File: src/rtl/kgp_fetch_unit.sv
// KGP-RISC fetch stage: owns the PC, fetches over a req/rvalid handshake and
// resolves the decoder's next-PC selection, including a circular return-address stack.
module kgp_fetch_unit #(
    parameter logic [31:0] RESET_PC  = 32'h0000_0000,
    parameter int          RAS_DEPTH = 8
) (
    input  logic        clk,
    input  logic        rst,
    input  logic [3:0]  pc_control,
    input  logic        is_call,
    input  logic [31:0] reg_target,
    input  logic [25:0] imm26,
    input  logic        stall,
    output logic        imem_req,
    output logic [31:0] imem_addr,
    input  logic        imem_rvalid,
    input  logic [31:0] imem_rdata,
    output logic [31:0] instr,
    output logic        instr_valid,
    output logic [31:0] pc,
    output logic [31:0] pc_plus4,
    output logic        ras_overflow,
    output logic        ras_underflow
);

    localparam int PTR_W = $clog2(RAS_DEPTH);
    localparam logic [PTR_W-1:0] PTR_ONE    = 1;
    localparam logic [PTR_W:0]   COUNT_ONE  = 1;
    localparam logic [PTR_W:0]   COUNT_FULL = RAS_DEPTH[PTR_W:0];

    typedef enum logic [1:0] {
        IDLE,
        FETCH,
        EXEC
    } state_t;

    state_t           state;
    logic [31:0]      ras [RAS_DEPTH];
    logic [PTR_W-1:0] ras_ptr;
    logic [PTR_W:0]   ras_count;
    logic [PTR_W-1:0] top_idx;
    logic [31:0]      branch_target;
    logic [31:0]      next_pc;
    logic             do_push;
    logic             do_pop;
    logic             pop_empty;
    logic             unused_low_bits;

    assign pc_plus4        = pc + 32'd4;
    assign imem_addr       = pc;
    assign top_idx         = ras_ptr - PTR_ONE;
    assign branch_target   = pc_plus4 + {{4{imm26[25]}}, imm26, 2'b00};
    // BR targets are forced word-aligned, so the low rs bits are discarded.
    assign unused_low_bits = ^reg_target[1:0];

    always_comb begin
        next_pc   = pc_plus4;
        do_push   = 1'b0;
        do_pop    = 1'b0;
        pop_empty = 1'b0;
        case (pc_control)
            4'd1: next_pc = {reg_target[31:2], 2'b00};
            4'd2: begin
                next_pc = branch_target;
                do_push = is_call;
            end
            4'd3: begin
                if (ras_count == '0) begin
                    pop_empty = 1'b1;
                end else begin
                    next_pc = ras[top_idx];
                    do_pop  = 1'b1;
                end
            end
            default: ;
        endcase
    end

    always_ff @(posedge clk) begin
        if (rst) begin
            state         <= IDLE;
            pc            <= RESET_PC;
            instr         <= '0;
            instr_valid   <= 1'b0;
            imem_req      <= 1'b0;
            ras_ptr       <= '0;
            ras_count     <= '0;
            ras_overflow  <= 1'b0;
            ras_underflow <= 1'b0;
        end else begin
            case (state)
                IDLE: begin
                    state    <= FETCH;
                    imem_req <= 1'b1;
                end
                FETCH: begin
                    if (imem_rvalid) begin
                        instr       <= imem_rdata;
                        instr_valid <= 1'b1;
                        imem_req    <= 1'b0;
                        state       <= EXEC;
                    end
                end
                EXEC: begin
                    if (!stall) begin
                        pc          <= next_pc;
                        instr_valid <= 1'b0;
                        imem_req    <= 1'b1;
                        state       <= FETCH;
                        // A full stack keeps its count; the write pointer then lands on the oldest entry.
                        if (do_push) begin
                            ras_ptr <= ras_ptr + PTR_ONE;
                            if (ras_count == COUNT_FULL) begin
                                ras_overflow <= 1'b1;
                            end else begin
                                ras_count <= ras_count + COUNT_ONE;
                            end
                        end
                        if (do_pop) begin
                            ras_ptr   <= top_idx;
                            ras_count <= ras_count - COUNT_ONE;
                        end
                        if (pop_empty) begin
                            ras_underflow <= 1'b1;
                        end
                    end
                end
                default: begin
                    state    <= IDLE;
                    imem_req <= 1'b0;
                end
            endcase
        end
    end

    always_ff @(posedge clk) begin
        if (!rst && state == EXEC && !stall && do_push) begin
            ras[ras_ptr] <= pc_plus4;
        end
    end

endmodule

File: config.mk
export PLATFORM = sky130hd
export DESIGN_NAME = kgp_fetch_unit
export DESIGN_NICKNAME = d
export VERILOG_FILES = /design/src/rtl/kgp_fetch_unit.sv
export SDC_FILE = /design/constraint.sdc
export NUM_CORES = 1
export LEC_CHECK = 0
export CORE_ASPECT_RATIO = 1.2
export CORE_MARGIN = 5
export CORE_UTILIZATION = 40
export CTS_CLUSTER_SIZE = 24
export DETAILED_ROUTE_END_ITERATION = 10
export SYNTH_ARGS = -nofsm -noshare
export SYNTH_HDL_FRONTEND = slang
export SYNTH_SLANG_ARGS = --single-unit
File: constraint.sdc
create_clock -name clk -period 5.7 [get_ports clk]
set_clock_uncertainty 0.15 [all_clocks]
set_input_delay 1.71 -clock clk [delete_from_list [all_inputs] [get_ports clk]]
set_output_delay 1.71 -clock clk [all_outputs]
set_load 0.02 [all_outputs]
==> flow_summary.yaml <==
sta:
  fin_crit_sh_pct: 94.5
  fin_crit_ps: 5380
  finalSetupTns_ps: 0
  worstMarginPinSlew_ps: 1050
  rsz0062_at_grt: "no"
  max_freq_mhz: 186
  maxSlewHeadroom_pct: 29.4
  holdWs_ps: 303
  fin_ws_ps: 315
  maxSlewViolCount: 0
  hold_viol: 0
  setup_violations: 0
synthesis:
  yosys.cell_types.count: 79
  synthCells: 1188
  synth_ff_type: "edfxtp_1"
  syn_area_um2: 15600
  ys_async_sr_fraction_pct: 0
  syn_avg_cell_area_um2: 13.1
  synth_seq_area_share_pct: 59.1
  syn_nets: 1328
  synth-edff-count: 256
  ys_warn_count: 0
  synth-seq-cells: 332
job:
  drv_cap: 0
setup_path:
  required_ps: 3840
  crit_family: "simple AND/OR/NAND/NOR gates"
  r2r_end: "imem_addr[26]"
  max_stage_delay_ps: 630
  ff2ff_path_depth: 15
  crit_type: "reg -> out"
  start_kind: "register"
  crit_path_end_kind: "output port"
  r2r_slack_ps: 1160
  r2r-start: "imem_addr[6]"
  worst-path-buf-inv: 2
  critPathSlowestCell: "clkdlybuf4s50_1"
  cp_max_fo: 10
  arrival_ps: 3520
  crit_chain: "ha_1, nand4_1, nor2_1, nand4_1, nor2_1, xor2_1, buf_4, clkdlybuf4s50_1"
finish:
  layout_common_cells: "edfxtp_1, clkdlybuf4s50_1, nand2_1, a21oi_1, dfxtp_1"
  num_antenna_cells: 0
  syn_to_final_growth_pct: 26.5
  fill_cells: 3325
  final_common_cell: "edfxtp_1"
  fin_nets: 1555
  final_util_pct: 51.0
  drive_gt1_share_pct: 15.0
cts:
  cts_buffers: 35
  insertion_delay_ps: 540
  root_buffer: "clkbuf_16"
  clkSinkCount: 332
  postCtsSetupBuffers: 0
  cts_tree: "built"
  htreeDepth: 2
  clk_pin_slew_ps: 60
  clockBufferDepth: 3
grt:
  grt_usage_pct: 20.8
  grt_pass1_vias: 10900
  grt_pass1_wl_um: 68400
  grt_antenna_before_repair: 1
  grt_overflow_total: 0
  grt_start_max_net_pins: 51
floorplan:
  die_area_um2: 43000
  start_util_pct: 40.3
  fp.dieW_um: 190
  pin_count: 231
  fp.dieH_um: 226
  rows: 79
  core_um2: 38600
power_and_ir_drop:
  power.density_nw_per_um2: 270
  p_int_uw: 4120
  comb_power_share_pct: 7.3
  pwr-share-seq_pct: 49.4
  vdd_drop_max_v: 0.000217
  leakage_uw: 0.00692
  switching_share_pct: 22.5
  switching_power_uw: 1200
  power_frac_clock_pct: 43.3
drt:
  wl_per_cell_um: 23.2
  drt_pre_antenna_iters: 5
  ant_nets: 0
  drt-total-wl_um: 45600
  vias: 10800
  drtIter0Drc: 908
  drc_errors: 0
  vias_per_cell: 5.50
run_status:
  status: "finished clean"
placement:
  portBuffers: 228
  dpl.hpwl_um: 31100
  post-place-ws_ps: 751
  gp_congestion: 0.898
hold_path:
  min_to: "instr[29]"
  holdCritPathClass: "reg -> reg"
  hold_path_startpoint: "instr[29]"
  min_delay_path_depth: 2
==> through the flow <==
step,area [um2],total power [uW],std cells
2_1_floorplan,15600,2870,1188
3_3_place_gp,18600,3060,1904
3_5_place_dp,18600,3060,1904
4_1_cts,19700,5360,1968
5_1_grt,19700,5480,1968
6_report,19700,5310,1968
==> worst reg2reg max path, delay by kind of cell (launching register included) <==
| kind | cells | cell delay [ps] |
|---|---|---|
| and+or+nand+nor | 7 | 1820 |
| DFF | 1 | 460 |
| adders and majority gates | 1 | 320 |
| AOI/OAI and AO/OA | 5 | 920 |
| xor gates and xnor gates | 1 | 520 |
| buffers and inverters | 1 | 290 |
==> flip-flops by register name, indices dropped and copies added, names as in the netlist <==
register,flops
ras,256
instr_valid,1
state,2
instr,32
ras_underflow,1
ras_overflow,1
ras_count,4
ras_ptr,3
imem_addr,32
==> layout make-up <==
cell class	count	area, um2	area share [%]
inverter	16	60.1	0.305
sequential	332	9210	46.7
clock buffer	45	955	4.84
multi-input combinational	747	5860	29.8
tap	526	658	3.34
timing repair buffer	283	2770	14.0
clock inverter	19	195	0.990
==> timing repair <==
action | CTS | global route
gates resized for setup | 0 | 1
endpoints found under the setup margin | 0 | 1
hold buffers | 0 | 0
==> synth_stat cells (5+ instances only) <==
| library cell | n | area [um2] |
|---|---|---|
| a221oi_1 | 17 | 149 |
| a21o_1 | 14 | 105 |
| inv_1 | 15 | 56.3 |
| ha_1 | 39 | 488 |
| buf_2 | 16 | 80.1 |
| and3_1 | 9 | 56.3 |
| mux2i_1 | 25 | 250 |
| o21ai_0 | 38 | 190 |
| nand2_1 | 136 | 510 |
| clkbuf_1 | 34 | 128 |
| edfxtp_1 | 256 | 7690 |
| buf_4 | 40 | 300 |
| nand3_1 | 23 | 115 |
| mux4_2 | 64 | 1440 |
| a21oi_1 | 99 | 495 |
| nand4_1 | 16 | 100 |
| o221a_2 | 5 | 56.3 |
| a211oi_1 | 9 | 67.6 |
| a31oi_1 | 5 | 31.3 |
| xnor2_1 | 32 | 280 |
| nor2_1 | 73 | 274 |
| xor2_1 | 21 | 184 |
| dfxtp_1 | 76 | 1520 |
| nor3_1 | 28 | 140 |
| o211ai_1 | 7 | 52.6 |
| a21oi_2 | 5 | 43.8 |
==> metal layers <==
metal	vias up	share of wire [%]	global-route usage, %
li1	4981	-	-
met1	5432	42	27.6
met2	337	50	35.8
met3	78	5.0	3.03
met4	2	2.8	6.42
met5	-	0.046	0
==> worst max path at each step <==
stage,startpoint,endpoint,slack [ps],depth (start not counted)
after floorplan,stall,ras[1][0],150,6
after global placement,imm26[0],imem_addr[30],810,12
after detailed placement,imem_addr[2],pc_plus4[24],750,7
after CTS,imem_addr[2],pc_plus4[24],170,7
after global routing,imem_addr[2],pc_plus4[24],130,7
final,imem_addr[3],pc_plus4[26],320,8
==> cell families after synthesis <==
logic type | Yosys count | share of synthesized area, %
compound gates | 242 | 10.3
xor+xnor | 54 | 3.08
buf+inv | 109 | 3.82
simple gates | 321 | 9.47
fa+ha+maj | 41 | 3.39
flops | 332 | 59.1
mux | 89 | 10.9
==> power groups by stage <==
stage / clock (uW) / combinational (uW) / sequential (uW)
final: 2300 / 388 / 2620
after floorplan: 0 / 174 / 2690
after detailed placement: 0 / 387 / 2680
after global routing: 2430 / 416 / 2630
after CTS: 2350 / 389 / 2620
after global placement: 0 / 385 / 2680
No activity file was read; power rests on OpenSTA's default activity.
